### config.mk
export PLATFORM = sky130hd
export DESIGN_NAME = rand_range_picker
export DESIGN_NICKNAME = d
export VERILOG_FILES = /design/src/rtl/rand_pick_pkg.sv /design/src/rtl/rand_pick_fifo.sv /design/src/rtl/rand_range_picker.sv
export SDC_FILE = /design/constraint.sdc
export NUM_CORES = 1
export LEC_CHECK = 0
export ABC_AREA = 1
export BUFFER_PORTS_ARGS = -buffer_cell sky130_fd_sc_hd__buf_2
export CELL_PAD_IN_SITES_DETAIL_PLACEMENT = 0
export CELL_PAD_IN_SITES_GLOBAL_PLACEMENT = 1
export CORE_MARGIN = 2
export CORE_UTILIZATION = 40
export DETAILED_ROUTE_END_ITERATION = 10
export PLACE_DENSITY_LB_ADDON = 0.1
export SLEW_MARGIN = 25
export SYNTH_ARGS = -nofsm -noshare
export SYNTH_HDL_FRONTEND = slang
export SYNTH_SLANG_ARGS = --single-unit
export TNS_END_PERCENT = 20
### constraint.sdc
create_clock -name clock -period 2.1 [get_ports clock]
set_input_delay 0.315 -clock clock [delete_from_list [all_inputs] [get_ports clock]]
set_output_delay 0.315 -clock clock [all_outputs]
set_load 0.05 [all_outputs]
### src/rtl/rand_pick_pkg.sv
// Shared constants and pick-outcome encoding for the random range picker.
// No logic; zero latency, no backpressure.
package rand_pick_pkg;

    localparam int LIMIT_DEFAULT     = 160;
    localparam int DEPTH_DEFAULT     = 4;
    localparam int MAX_TRIES_DEFAULT = 8;

    // Reject counter must hold MAX_TRIES-1 (up to 14); fill count must hold DEPTH (up to 8).
    localparam int REJ_W = 4;
    localparam int CNT_W = 4;

    typedef enum logic [1:0] {
        PICK_IDLE     = 2'd0,
        PICK_ACCEPT   = 2'd1,
        PICK_REJECT   = 2'd2,
        PICK_FALLBACK = 2'd3
    } pick_e;

endpackage

### src/rtl/rand_pick_fifo.sv
// Prefetch buffer of picked bytes: a push is visible at the head one edge later.
// Push is ignored when full and pop when empty; flush empties the buffer.
module rand_pick_fifo
    import rand_pick_pkg::*;
#(
    parameter int DEPTH = DEPTH_DEFAULT
) (
    input  logic             i_clock,
    input  logic             i_reset,
    input  logic             i_flush,
    input  logic             i_push,
    input  logic             i_pop,
    input  logic [7:0]       i_push_dat,
    output logic [7:0]       o_head_dat,
    output logic [CNT_W-1:0] o_count
);

    localparam int PW = $clog2(DEPTH);
    localparam logic [CNT_W-1:0] DEPTH_C = CNT_W'(DEPTH);

    logic [7:0]       r_mem [DEPTH];
    logic [PW-1:0]    r_wr_ptr;
    logic [PW-1:0]    r_rd_ptr;
    logic [CNT_W-1:0] r_cnt;

    logic w_full;
    logic w_empty;
    logic w_push;
    logic w_pop;

    assign w_full  = (r_cnt == DEPTH_C);
    assign w_empty = (r_cnt == '0);
    // Fullness is judged on the registered count, so a same-cycle pop never frees a slot.
    assign w_push  = i_push && !w_full && !i_flush;
    assign w_pop   = i_pop && !w_empty && !i_flush;

    always_ff @(posedge i_clock) begin
        if (w_push && !i_reset) begin
            r_mem[r_wr_ptr] <= i_push_dat;
        end
    end

    always_ff @(posedge i_clock) begin
        if (i_reset || i_flush) begin
            r_wr_ptr <= '0;
            r_rd_ptr <= '0;
            r_cnt    <= '0;
        end else begin
            if (w_push) begin
                r_wr_ptr <= r_wr_ptr + PW'(1);
            end
            if (w_pop) begin
                r_rd_ptr <= r_rd_ptr + PW'(1);
            end
            if (w_push && !w_pop) begin
                r_cnt <= r_cnt + CNT_W'(1);
            end else if (w_pop && !w_push) begin
                r_cnt <= r_cnt - CNT_W'(1);
            end
        end
    end

    assign o_head_dat = w_empty ? 8'h00 : r_mem[r_rd_ptr];
    assign o_count    = r_cnt;

endmodule

### src/rtl/rand_range_picker.sv
// Rejection-samples an LFSR byte into [0,LIMIT) with a mod fallback after MAX_TRIES misses; 1-cycle sample-to-output.
// Sampling stops while the buffer is full; RAND_PICK_NOREPEAT_EN also rejects repeats of the last pushed value.
module rand_range_picker
    import rand_pick_pkg::*;
#(
    parameter int LIMIT     = LIMIT_DEFAULT,
    parameter int DEPTH     = DEPTH_DEFAULT,
    parameter int MAX_TRIES = MAX_TRIES_DEFAULT
) (
    input  logic       clock,
    input  logic       reset,
    input  logic [7:0] rnd_in,
    input  logic       flush,
    input  logic       out_ready,
    output logic       out_valid,
    output logic [7:0] out_data,
    output logic [3:0] fill_level
);

    localparam logic [8:0]       LIMIT_C  = 9'(LIMIT);
    localparam logic [CNT_W-1:0] DEPTH_C  = CNT_W'(DEPTH);
    localparam logic [REJ_W-1:0] REJ_LAST = REJ_W'(MAX_TRIES - 1);

    logic [REJ_W-1:0] r_rej;
    logic [CNT_W-1:0] w_count;
    logic [7:0]       w_head;
    logic             w_sample;
    logic             w_in_range;
    logic             w_repeat;
    logic [7:0]       w_mod_dat;
    logic [7:0]       w_fb_dat;
    logic [7:0]       w_push_dat;
    logic             w_push;
    logic             w_pop;
    pick_e            w_pick;

    assign w_sample   = !reset && !flush && (w_count != DEPTH_C);
    assign w_in_range = ({1'b0, rnd_in} < LIMIT_C);
    assign w_mod_dat  = 8'({1'b0, rnd_in} % LIMIT_C);

`ifdef RAND_PICK_NOREPEAT_EN
    logic       r_last_vld;
    logic [7:0] r_last;
    logic [7:0] w_last_inc;

    assign w_repeat   = r_last_vld && (rnd_in == r_last);
    assign w_last_inc = (({1'b0, r_last} + 9'd1) == LIMIT_C) ? 8'h00 : (r_last + 8'd1);
    assign w_fb_dat   = (r_last_vld && (w_mod_dat == r_last)) ? w_last_inc : w_mod_dat;

    always_ff @(posedge clock) begin
        if (reset || flush) begin
            r_last_vld <= 1'b0;
            r_last     <= 8'h00;
        end else if (w_push) begin
            r_last_vld <= 1'b1;
            r_last     <= w_push_dat;
        end
    end
`else
    assign w_repeat = 1'b0;
    assign w_fb_dat = w_mod_dat;
`endif

    always_comb begin
        w_pick     = PICK_IDLE;
        w_push_dat = rnd_in;
        if (w_sample) begin
            if (w_in_range && !w_repeat) begin
                w_pick = PICK_ACCEPT;
            end else if (r_rej == REJ_LAST) begin
                w_pick     = PICK_FALLBACK;
                w_push_dat = w_fb_dat;
            end else begin
                w_pick = PICK_REJECT;
            end
        end
    end

    assign w_push = (w_pick == PICK_ACCEPT) || (w_pick == PICK_FALLBACK);
    assign w_pop  = out_ready && out_valid;

    always_ff @(posedge clock) begin
        if (reset || flush) begin
            r_rej <= '0;
        end else begin
            case (w_pick)
                PICK_ACCEPT, PICK_FALLBACK: r_rej <= '0;
                PICK_REJECT:                r_rej <= r_rej + REJ_W'(1);
                default:                    r_rej <= r_rej;
            endcase
        end
    end

    rand_pick_fifo #(
        .DEPTH(DEPTH)
    ) u_fifo (
        .i_clock    (clock),
        .i_reset    (reset),
        .i_flush    (flush),
        .i_push     (w_push),
        .i_pop      (w_pop),
        .i_push_dat (w_push_dat),
        .o_head_dat (w_head),
        .o_count    (w_count)
    );

    assign out_valid  = (w_count != '0);
    assign out_data   = w_head;
    assign fill_level = w_count;

endmodule

Word-level counts from Yosys, hierarchy flattened. Memories as Yosys holds them, arrays and structs flattened. A register that Yosys moved wholly into a read port is not among the register bits. Cells that the tools add are included. W data, S select, Z words.

Register bits: 12. Memory bits (writable): 32. Output and inout port bits: 13. Word-level logic and storage cells: 55. Memories: 1.

Add/sub/neg operators: 5. Divide/modulo/power cells: 1. $lt $le $gt $ge: 1. Equal/unequal tests: 6. Multiplexer cells: 14. Reductions and logical operators: 23.

Memory list: u_fifo.r_mem (depth 4, width 8, read ports 1, clocked after Yosys merged registers in 1, wr ports 1, RTL line rand_pick_fifo.sv:21) `logic [7:0] r_mem [DEPTH];`.

Operator list (count): $mux W8 (4); $logic_and A1 B1 Y1 (10); $mod A8 B8 Y9 const B (1); $add A4 B1 Y4 const B (2); $eq A4 B3 Y1 const B (2); $lt A8 B8 Y1 const B (1); $mux W2 (4); $mux W4 (2); $pmux W4 S2 (1); $logic_not A1 Y1 (6); $add A2 B1 Y2 const B (2); $eq A2 B2 Y1 const B (2); $logic_not A4 Y1 (1); $ne A4 B3 Y1 const B (1); $reduce_bool A2 Y1 (2); $reduce_bool A4 Y1 (1); $sub A4 B1 Y4 const B (1); $mux W1 (3); $eq A2 B1 Y1 const B (1); $logic_or A1 B1 Y1 (2); $reduce_or A2 Y1 (1).

Longest topological paths before layout. Gate-level depths: netlist of run 1.

Word-level depth: 12. Mapped depth: 15. Mapped depth without buffers: 15.

Modules after synthesis. A second synthesis of run 1 with hierarchy kept.

Cells, all modules: 235. Area total of the unflattened synthesis: 2218.4 um^2.

By module, submodules not included: rand_pick_fifo (instances 1, cells each 180, area an instance 1875.5 um^2); rand_range_picker (instances 1, cells each 55, area an instance 342.8 um^2).

Least setup slack after synthesis of run 1. OpenSTA, ideal clock, no wires.

Path kind: reg-to-reg. From: register u_fifo.r_cnt[0], in the netlist u_fifo.o_count[0]. To: register u_fifo.r_cnt[3], in the netlist u_fifo.o_count[3]. Setup time: 0.070 ns. Data arrival time: 2.632 ns. Path slack: -0.602 ns. Stages on the path, launching flop included: 13. Buffers on the path: 0. Cell sequence: dfxtp_1 nor2_2 nand3_1 nand3_2 ha_1 inv_1 ha_1 or2_2 nand2_1 nand2_1 nand2_1 nand2_1 a21oi_1.

Elaborated cells on any way between the ends: 25. Those cells by class: 2 x add/sub; 4 x eq/ne; 3 x mux; 16 x reduce/logical.

RTL lines: from (decl) (RTL line rand_pick_fifo.sv:24) `logic [CNT_W-1:0] r_cnt;`; from (signal assigned) (RTL line rand_pick_fifo.sv:56) `r_cnt <= r_cnt + CNT_W'(1);`; from (signal assigned) (RTL line rand_pick_fifo.sv:58) `r_cnt <= r_cnt - CNT_W'(1);`; $reduce_bool A4 Y1 * (RTL line rand_range_picker.sv:107) `assign out_valid = (w_count != '0);`; net out_valid (RTL line rand_range_picker.sv:15) `output logic out_valid,`; $logic_and A1 B1 Y1 * (RTL line rand_range_picker.sv:80) `assign w_pop = out_ready && out_valid;`; $logic_and A1 B1 Y1 * (2 in series) (RTL line rand_pick_fifo.sv:35) `assign w_pop = i_pop && !w_empty && !i_flush;`; $logic_not A1 Y1 (RTL line rand_pick_fifo.sv:55) `if (w_push && !w_pop) begin`; $logic_and A1 B1 Y1 (RTL line rand_pick_fifo.sv:55); $mux W4 or $reduce_bool A2 Y1 (tied branches).

The timed path passes the listed nets; every way through them passes the cells marked *. The select of a mux whose other input is x is not followed. A chain may end at the register's enable or synchronous reset.

Worst setup path in the final report of run 1.
From: register r_rej[1]. To: register u_fifo.r_cnt[2], in the netlist u_fifo.o_count[2].

Cells in the longest elaborated chain, start to end: 11. Elaborated cells on any way between the ends: 14. Those cells by class: 3 x eq/ne; 4 x mux; 7 x reduce/logical.

Ends and longest elaborated chain: from (decl) (RTL line rand_range_picker.sv:24) `logic [REJ_W-1:0] r_rej;`; from (signal assigned) (RTL line rand_range_picker.sv:88) `PICK_REJECT: r_rej <= r_rej + REJ_W'(1);`; from (signal assigned) (RTL line rand_range_picker.sv:89) `default: r_rej <= r_rej;`; $eq A4 B3 Y1 * (RTL line rand_range_picker.sv:70) `end else if (r_rej == REJ_LAST) begin`; $mux W1 * (RTL line rand_range_picker.sv:70); $mux W2 * (RTL line rand_range_picker.sv:68) `if (w_in_range && !w_repeat) begin`; $mux W2 * (RTL line rand_range_picker.sv:67) `if (w_sample) begin`; $eq A2 B1 Y1 or $eq A2 B2 Y1 (tied branches) (RTL line rand_range_picker.sv:79) `assign w_push = (w_pick == PICK_ACCEPT) || (w_pick == PICK_FALLBACK);`; $logic_or A1 B1 Y1 * (RTL line rand_range_picker.sv:79); $logic_and A1 B1 Y1 * (2 in series) (RTL line rand_pick_fifo.sv:34) `assign w_push = i_push && !w_full && !i_flush;`; net u_fifo.w_push (RTL line rand_pick_fifo.sv:28) `logic w_push;`; $logic_not A1 Y1 (RTL line rand_pick_fifo.sv:57) `end else if (w_pop && !w_push) begin`; $logic_and A1 B1 Y1 (RTL line rand_pick_fifo.sv:57); $reduce_bool A2 Y1 (no line).

The timed path passes the listed nets; every way through them passes the cells marked *.

==> metrics.txt, run 1 <==
core area=between 5000 and 6000 um2; LEAKAGE=roughly 1.1 nW; Yosys warnings=0; Tmin final=1.97 ns; worst-path cell chain=ha_4, nand2_4, nor2_4, nor2_4, nor2_4, ha_4, inv_4, buf_6, fa_1, xor2_1, o21ai_1, inv_1; unrepaired setup endpoints after global routing=no; worst vdd ir=0.000281 V; hold path startpoint=rnd_in[2]; Fin Setup TNS=0 ns; Post-CTS Hold Fix Bufs=0; CTS buffer count=5; power density cells=741 nW/um2; Non-Filler Instances=336; reg2reg start=r_rej[1]; synthesized instance count=about 220; period utilization=a little over nine tenths; clk root buf=clkbuf_8; Inst Count DP=between 300 and 400; Rel. slew slack=69.7%; HPWL after DPL=2870 um; ratio of cells with drive above 1 in the final layout=between 30% and 40%; Die Y=77.3 um; WP data required=between 2 and 2.5 ns; GR Overflow Total=0; worst hold stages=1; Synth Cell Area=approximately 2100 um2; clk sink count=46; Reg clk slew, reported paths=about 0.080 ns; largest net degree at the start of global routing=18; Die Area=around 6000 um2; flop2flop setup slack=0.13 ns; Final Hold Viols=0; Setup Skew=0.00444 ns; area occupied by multi-input gates=about 860 um2; Net Count, Synth=244; reg2reg end=u_fifo.o_count[2]; initial antenna violation count=0; I/O Buffers=24; deepest clock path buffer count=2; RD Place Congestion=0.740; fmax=approximately 510 MHz; P&R area growth vs syn=25.5%; #FFs+latches synth=46; R2R depth=12; WL/cell=12.2 um; worst-path fanout max=3; crit-path max cell delay=0.37 ns; Nets=about 290; status=completed; die width=77.3 um; Worst setup EP type=register; Tot Pwr=~2 mW; buffers and inverters on the worst path=3; cell family with most CP delay=adder cells; share of the synthesized area in the top cell type=44.7%; vias=roughly 1,600; sequential fraction of the synthesis area=57.8%; Crit Path Class=register to register; crit path DAT=2.16 ns; FP Rows=26; count of different cell masters after synthesis=30; antenna cell count=0; Final ANT Viol Nets=0; Avg Cell Area, Syn=9.63 um2; vias in the first global route=between 1,500 and 2,000; H-tree levels=2; Synth area leader=edfxtp_1; Max Cap Violations=0; boundary pin count=25; first-pass GRT wire length=7040 um; gr usage total=~15%; worst hold slack=0.237 ns; Slew @ Worst Pin=0.450 ns; Vias/cell=4.65; Clock Latency Late Sink=~0.29 ns; sequential standard cell area=1260 um2; wirelength, routed=4080 um; hold endpoint=u_fifo.r_mem[2][2]; slowest CP cell=fa_1; synth top area cells=edfxtp_1 45%, dfxtp_1 13%, nor2_1 8.2%; number of remaining DRC errors=0; final setup fails=0; Pins Over Slew Limit=0; Iteration-0 DRC Markers=114; Filler cells=503; CP Launch Type=register; CTS tree=done; DR pass1 iterations=4; initial core utilization=41.8%; CP dominant cell by count=nor2_4; Finished Core Util=a little over half; Hold WC Path Type=input pin to register
==> per-layer routing <==
| metal | vias to the layer above | share of wire, % | global-route usage, % |
|---|---|---|---|
| met4 | 0 | 1.2 | 4.29 |
| met3 | 5 | 2.3 | 3.53 |
| met2 | 16 | 53 | 27.3 |
| li1 | 811 | - | - |
| met5 | - | 0 | 0 |
| met1 | 731 | 44 | 17.9 |
==> how the worst max path moves through the flow <==
stage / from / to / slack, ns / depth (start not counted)
2_1_floorplan: r_rej[0] / u_fifo.o_count[3] / 0.006 / 14
3_3_place_gp: r_rej[0] / u_fifo.o_count[3] / 0.04 / 14
3_5_place_dp: r_rej[0] / u_fifo.o_count[3] / 0.01 / 14
4_1_cts: r_rej[0] / u_fifo.o_count[3] / 0.01 / 14
5_1_grt: r_rej[1] / u_fifo.o_count[3] / 0.003 / 15
6_report: r_rej[1] / u_fifo.o_count[2] / 0.13 / 12
==> per-stage QoR <==
step / worst slack, ns / cell area [um2]
after floorplan: 0.00567 / 2180
after global placement: 0.0417 / 2470
after detailed placement: 0.0106 / 2470
after CTS: 0.0148 / 2630
after global routing: 0.00296 / 2700
final: 0.133 / 2700
==> synth_stat cells <==
cell type,instances
nor2_1,47
edfxtp_1,32
nand2_1,28
inv_1,23
o21ai_0,21
a21oi_1,16
dfxtp_1,14
ha_1,8
nand3_1,5
nor2_2,3
nor2_4,3
clkbuf_1,2
inv_2,2
nand2_4,2
xor2_1,2
a31oi_1,1
buf_2,1
buf_4,1
buf_6,1
clkbuf_2,1
fa_1,1
inv_6,1
nand2_2,1
nand3_2,1
nand4_1,1
nor3_1,1
nor3_2,1
o21ai_1,1
o21ai_2,1
or2_2,1
==> power by group <==
part	switching [mW]	internal [mW]
combinational	0.175	0.0802
clock	0.282	0.471
sequential	0.0100	0.978
total	0.467	1.53
==> registers in the layout (all words and copies together), names as in the netlist, named ones only <==
name / cells
u_fifo.r_mem: 32
u_fifo.r_wr_ptr: 2
u_fifo.r_rd_ptr: 2
r_rej: 4
u_fifo.o_count: 4
==> cells in the final DEF, fill, tap and decap left out, types with 2 or more instances in the layout <==
cell type,synthesis,final
inv_2,2,2
buf_2,1,24
buf_4,1,16
o21ai_0,21,20
inv_1,23,22
bufinv_16,0,2
dfxtp_1,14,8
clkbuf_8,0,5
xor2_1,2,2
o21ai_1,1,2
ha_4,0,4
a21oi_1,16,15
nand2_1,28,26
nand2_2,1,2
nand3_1,5,4
dfxtp_2,0,2
ha_1,8,4
nor2_4,3,5
nor2_2,3,2
nand2_4,2,3
nor2_1,47,46
edfxtp_1,32,32
dfxtp_4,0,4
==> worst reg2reg max path: cells and delay by family, from the launching register on <==
kind	cells	cell delay, ns
simple gates	4	0.38
compound gates	1	0.11
fa+ha+maj	3	0.68
buf+inv	3	0.20
flops	1	0.36
xor+xnor	1	0.15
==> layout make-up <==
class / instances / area share (%)
inverter: 26 / 3.90
multi-input combinational: 145 / 31.9
timing repair buffer: 41 / 9.33
tap: 70 / 3.25
clock inverter: 3 / 2.37
sequential: 46 / 46.7
clock buffer: 5 / 2.55
==> cells by family after synthesis <==
group                      Yosys count  synth area share [%]
buffers and inverters               32                  6.46
AOI/OAI and AO/OA                   40                  9.55
adders and majority gates            9                  5.59
DFF                                 46                  57.8
and+or+nand+nor                     94                  19.8
xor gates and xnor gates             2                 0.816
==> timing repair <==
item	CTS	global route
setup buffers	0	1
setup endpoints to repair	1	2
resized for setup	7	12
gates cloned	0	0
pin swaps	1	10
Power figures use the tool's default switching activity.
==> run 2: changes to the inputs <==
Settings changed: ABC_AREA 1 to default, CORE_UTILIZATION 40 to 42.
==> metrics.txt, run 2 <==
status=complete, but fails checks; failing checks=negative setup slack; Tmin final=2.29 ns (+0.319 ns); number of remaining DRC errors=0 (unchanged); ys async rst share=0% (unchanged); Clock Latency Late Sink=0.29 ns (about the same); Die Area=5490 um2 (-8.0%); ratio of cells with drive above 1 in the final layout=53.2% (+23 points); Synth Cell Area=2060 um2 (-3.9%); Slew @ Worst Pin=0.417 ns (-0.0329 ns); deepest clock path buffer count=2 (unchanged); Internal Pwr Total=1.46 mW (-4.3%); Final Hold Viols=0 (unchanged); vias in the first global route=1,356 (-11%); most flop-heavy register=u_fifo.r_mem; WP data required=2.33 ns (+0.04 ns); reg2reg end=u_fifo.o_count[3]; Avg Cell Area, Syn=14.1 um2 (+47%); Filler cells=395 (-21%); Die Y=74.1 um (-4.1%); power density cells=718 nW/um2 (-3.1%); Pins Over Slew Limit=0 (unchanged); synthesized instance count=146 (-35%); flop2flop setup slack=-0.19 ns (-0.32 ns); Reg clk slew, reported paths=0.09 ns (about the same); clk root buf=clkbuf_8; sequential fraction of the synthesis area=60.1% (+2.3 points); boundary pin count=25 (unchanged); initial antenna violation count=0 (unchanged); antenna cell count=0 (unchanged); hold endpoint=u_fifo.r_mem[0][1]; synth top area cells=edfxtp_1 47%, dfxtp_1 14%, mux4_2 8.7%; H-tree levels=2 (unchanged); NetSw=0.472 mW (+1.1%); P&R area growth vs syn=30.6%; clk sink count=46 (unchanged); Nets=221 (-23%); final setup fails=3 (+3); LEAKAGE=1.02 nW (-6.3%); placed cell area=2460 um2 (-0.46%); Post-CTS Hold Fix Bufs=0 (unchanged); hold path startpoint=rnd_in[1]; first-pass GRT wire length=6250 um (-11%); Fin Setup TNS=-0.366 ns (-0.366 ns); Reg power frac=51.1% (+1.6 points); top-count cell post-synth=edfxtp_1; CP Launch Type=register; most common cell after layout, fill and taps aside=edfxtp_1; worst hold stages=1 (unchanged); worst vdd ir=0.000306 V (+8.9%); die width=74.1 um (-4.1%); vias=1,320 (-16%); Largest register FFs=32 (unchanged); HPWL after DPL=2650 um (-7.5%); R2R depth=10 (-2); combinational share of power=15.8% (+3.0 points); fmax=437 MHz (-14%); I/O Buffers=24 (unchanged); RD Place Congestion=0.773 (+4.3%); CTS tree=done; share of the synthesized area in the top cell type=46.5% (+1.8 points); Crit Path Class=register to register; reg2reg start=u_fifo.o_count[0]; WL/cell=14.0 um (+15%); GR Overflow Total=0 (unchanged); Worst setup EP type=register; wirelength, routed=3760 um (-8.0%); Yosys warnings=0 (unchanged); Final ANT Viol Nets=0 (unchanged); gr usage total=15.3% (+0.11 points); Clk network pwr share=33.1% (-4.6 points); Placement Setup Slack=-0.239 ns (-0.249 ns); period utilization=109% (+15 points); initial core utilization=43.7% (+1.9 points); FP Rows=25 (-3.8%); core area=4720 um2 (-8.1%); Hold WC Path Type=input pin to register; setup ws final=-0.186 ns (-0.319 ns); commonest non-fill, non-tap cells in the layout=32 x edfxtp_1, 30 x buf_4, 24 x buf_2; crit path DAT=2.52 ns (+0.36 ns); Net Count, Synth=167 (-32%); worst-path fanout max=3 (unchanged); CTS buffer count=5 (unchanged); largest net degree at the start of global routing=17 (-1); Top FF cell, synth=edfxtp_1; switch share=24.4% (+1.0 points); Max Cap Violations=0 (unchanged); Vias/cell=4.93 (+5.9%); final instance area=2700 um2 (about the same); unrepaired setup endpoints after global routing=yes; DR pass1 iterations=4 (unchanged); #FFs+latches synth=46 (unchanged); Rel. slew slack=72.1% (+2.5 points); Iteration-0 DRC Markers=44 (-61%); Synth area leader=edfxtp_1; count of different cell masters after synthesis=37 (+23%); Setup Skew=0.00651 ns (+0.00207 ns); top post-synthesis cells by count=32 x edfxtp_1, 17 x nor2_1, 14 x dfxtp_1; Post-synth EDFFs=32 (unchanged)
run 2: worst max-delay path by stage:
stage                     depth (start not counted)           endpoint               from  slack (ns)
final                                            10  u_fifo.o_count[3]  u_fifo.o_count[0]       -0.19
after global placement                           10  u_fifo.o_count[3]  u_fifo.o_count[1]       -0.17
after global routing                             11  u_fifo.o_count[3]           r_rej[1]       -0.28
after floorplan                                  10  u_fifo.o_count[3]  u_fifo.o_count[1]       -0.27
after CTS                                        10  u_fifo.o_count[3]  u_fifo.o_count[0]       -0.22
after detailed placement                         11  u_fifo.o_count[3]           r_rej[0]       -0.24
run 2: metal layers:
metal | global-route usage, % | wire [um] | vias to the layer above
li1 | - | - | 638
met1 | 17.9 | 1640 | 650
met2 | 28.2 | 1960 | 28
met3 | 3.39 | 135 | 4
met4 | 3.84 | 22 | 0
met5 | 0 | 0 | -
run 2: layout make-up:
class                      instances  area [um2]  area share (%)
clock buffer                       6        72.6            2.69
clock inverter                     2        37.5            1.39
inverter                           5        23.8           0.882
multi-input combinational         87         863            32.0
sequential                        46        1260            46.7
tap                               67        83.8            3.11
timing repair buffer              55         357            13.2
run 2: worst max-delay path: stages (launching register included):
cell and delay [ns]:
dfxtp_4 0.34, or4_4 0.53, nand2_2 0.08, or2_4 0.12, ha_4 0.15, inv_6 0.04
ha_4 0.28, nand3_2 0.08, a211o_1 0.29, a211oi_2 0.18, a31o_2 0.12
run 2: power by group through the flow:
stage | Combinational [mW] | Sequential [mW] | Clock [mW]
6_report | 0.306 | 0.989 | 0.640
5_1_grt | 0.331 | 0.991 | 0.699
4_1_cts | 0.300 | 0.991 | 0.663
3_5_place_dp | 0.283 | 1.01 | 0
3_3_place_gp | 0.276 | 1.01 | 0
2_1_floorplan | 0.182 | 1.03 | 0
run 2: per-stage QoR:
step	hold slack [ns]	power [mW]	std cells	util, %
2_1_floorplan	0.414	1.21	146	-
3_3_place_gp	0.517	1.29	255	52.1
3_5_place_dp	0.528	1.30	255	52.1
4_1_cts	0.230	1.95	266	55.9
5_1_grt	0.225	2.02	268	57.1
6_report	0.240	1.94	268	57.1
run 2: what timing repair did:
action / 4_1_cts / 5_1_grt
pin swaps: 9 / 8
resized for setup: 11 / 9
gates cloned: 0 / 0
setup endpoints to repair: 2 / 6
setup buffers: 3 / 2
run 2: cell families (layout without fill, tap and decap cells):
family / after synthesis / after routing / synth area share, %
compound gates: 14 / 14 / 4.91
xor+xnor: 5 / 5 / 2.12
flops: 46 / 46 / 60.1
mux: 12 / 12 / 10.7
simple gates: 47 / 47 / 13.5
fa+ha+maj: 9 / 9 / 5.82
buf+inv: 13 / 68 / 2.85
==> run 3: changes to the inputs <==
Settings changed: REMOVE_ABC_BUFFERS from default to 1.
==> metrics.txt, run 3 (synthesis gave the netlist of run 2 again) <==
number of remaining DRC errors=0 (unchanged); RD Place Congestion=0.751 (-2.8%); final setup fails=3 (unchanged); Tmin final=2.26 ns (-0.0226 ns); Die Area=5490 um2 (unchanged); final instance area=2630 um2 (-2.4%); gr usage total=15.1% (-0.11 points); fmax=442 MHz (+1.0%); Filler cells=397 (+0.51%); ratio of cells with drive above 1 in the final layout=51.0% (-2.2 points); M1 GR Usage=16.3% (-1.7 points); HPWL after DPL=2660 um (+0.48%); Vias/cell=4.81 (-2.4%); failing checks=negative setup slack; NetSw=0.481 mW (+1.8%); Inst Count DP=256 (+0.39%); largest net degree at the start of global routing=17 (unchanged); worst hold slack=0.237 ns (-0.00222 ns); I/O Buffers=24 (unchanged); LEAKAGE=1.01 nW (-1.5%); WP data required=2.35 ns (+0.02 ns); area occupied by multi-input gates=846 um2 (-2.0%); sequential standard cell area=1240 um2 (-1.2%); deepest clock path buffer count=2 (unchanged); Fin Setup TNS=-0.278 ns (+0.0885 ns); switch share=26.4% (+2.0 points); Placement Setup Slack=-0.341 ns (-0.103 ns); Internal Pwr Total=1.34 mW (-8.2%); worst vdd ir=0.000267 V (-13%); Clock Latency Late Sink=0.29 ns (about the same); boundary pin count=25 (unchanged); antenna cell count=0 (unchanged); crit path DAT=2.51 ns (about the same); commonest non-fill, non-tap cells in the layout=32 x edfxtp_1, 29 x buf_4, 24 x buf_2; most common cell after layout, fill and taps aside=edfxtp_1; FP Rows=25 (unchanged); Final Hold Viols=0 (unchanged); combinational share of power=16.6% (+0.8 points); Reg power frac=54.4% (+3.3 points); Crit Path Class=register to register; clk root buf=clkbuf_8; H-tree levels=2 (unchanged); Max Cap Violations=0 (unchanged); vias in the first global route=1,361 (+0.37%); CTS tree=done; Non-Filler Instances=267 (-0.37%); status=complete, but fails checks; Post-CTS Hold Fix Bufs=0 (unchanged); initial antenna violation count=0 (unchanged); Reg clk slew, reported paths=0.08 ns (about the same); Finished Core Util=55.7% (-1.4 points); placed cell area=2430 um2 (-1.2%); Tot Pwr=1.82 mW (-5.8%); Pins Over Slew Limit=0 (unchanged); Worst setup EP type=register; Iteration-0 DRC Markers=41 (-6.8%); Die Y=74.1 um (unchanged); Nets=220 (-0.45%); setup ws final=-0.164 ns (+0.0226 ns); DR pass1 iterations=4 (unchanged); CP Launch Type=register; most flop-heavy register=u_fifo.r_mem; P&R area growth vs syn=27.5%; power density cells=693 nW/um2 (-3.4%); Hold WC Path Type=input pin to register; Slew @ Worst Pin=0.406 ns (-0.0110 ns); Clk network pwr share=29.0% (-4.1 points); Rel. slew slack=72.9% (+0.73 points); period utilization=108% (-1.1 points); GR Overflow Total=0 (unchanged); WL/cell=13.8 um (-1.5%); GR peak layer=met2; die width=74.1 um (unchanged); unrepaired setup endpoints after global routing=yes; wirelength, routed=3690 um (-1.8%); vias=1,284 (-2.7%); clk sink count=46 (unchanged); Final ANT Viol Nets=0 (unchanged); worst-path fanout max=4 (+1); Setup Skew=0.00422 ns (-0.00229 ns); core area=4720 um2 (unchanged); met2 Track Usage GR=27.7% (-0.50 points); met3 GRT Util=3.66% (+0.27 points); CTS buffer count=5 (unchanged); Largest register FFs=32 (unchanged); first-pass GRT wire length=6040 um (-3.3%); initial core utilization=43.7% (unchanged)
==> run 3: cell count changes in the layout (fill, tap and decap cells not counted), sizes merged <==
cell    change
clkbuf      -1
bufinv      -1
clkinv      +2
buf         -1
==> run 3: routing by layer <==
layer  up-vias  routed length (um)
li1        635                   -
met1       621                1490
met2        21                2010
met3         7                 126
met4         0                  70
met5         -                   0
==> run 3: final timing paths <==
check,from,endpoint,slack (ns),depth (start not counted)
worst max register to register,u_fifo.o_count[0],u_fifo.o_count[3],-0.16,10
worst min-delay path,rnd_in[1],u_fifo.r_mem[2][1],0.24,1
worst max-delay path,u_fifo.o_count[0],u_fifo.o_count[3],-0.16,10
worst min register to register,u_fifo.r_rd_ptr[1],register,0.55,2
==> run 3: area by class of cell <==
class                      count  share of cell area [%]
sequential                    46                    47.3
multi-input combinational     87                    32.1
timing repair buffer          54                    13.3
tap                           67                    3.19
clock buffer                   5                    2.62
clock inverter                 3                   0.808
inverter                       5                   0.713
==> run 3: critical path, stage by stage (launching register included) <==
cell and delay [ns]:
dfxtp_1 0.32, or4_4 0.53, nand2_2 0.09, or2_4 0.12
ha_4 0.13, inv_2 0.07, ha_4 0.29, a21oi_2 0.06
a211o_1 0.31, a211oi_2 0.18, a31o_2 0.12
==> run 3: timing repair <==
item	4_1_cts	5_1_grt
setup endpoints to repair	3	9
gates resized for setup	11	8
pin swaps	3	3
setup buffers	2	1
==> run 3: power by group through the flow <==
| stage | combinational [mW] | sequential (mW) | clock [mW] |
|---|---|---|---|
| finish | 0.303 | 0.992 | 0.529 |
| global route | 0.328 | 0.994 | 0.587 |
| CTS | 0.295 | 0.992 | 0.556 |
| detailed placement | 0.281 | 1.01 | 0 |
| global placement | 0.272 | 1.01 | 0 |
| floorplan | 0.163 | 1.03 | 0 |
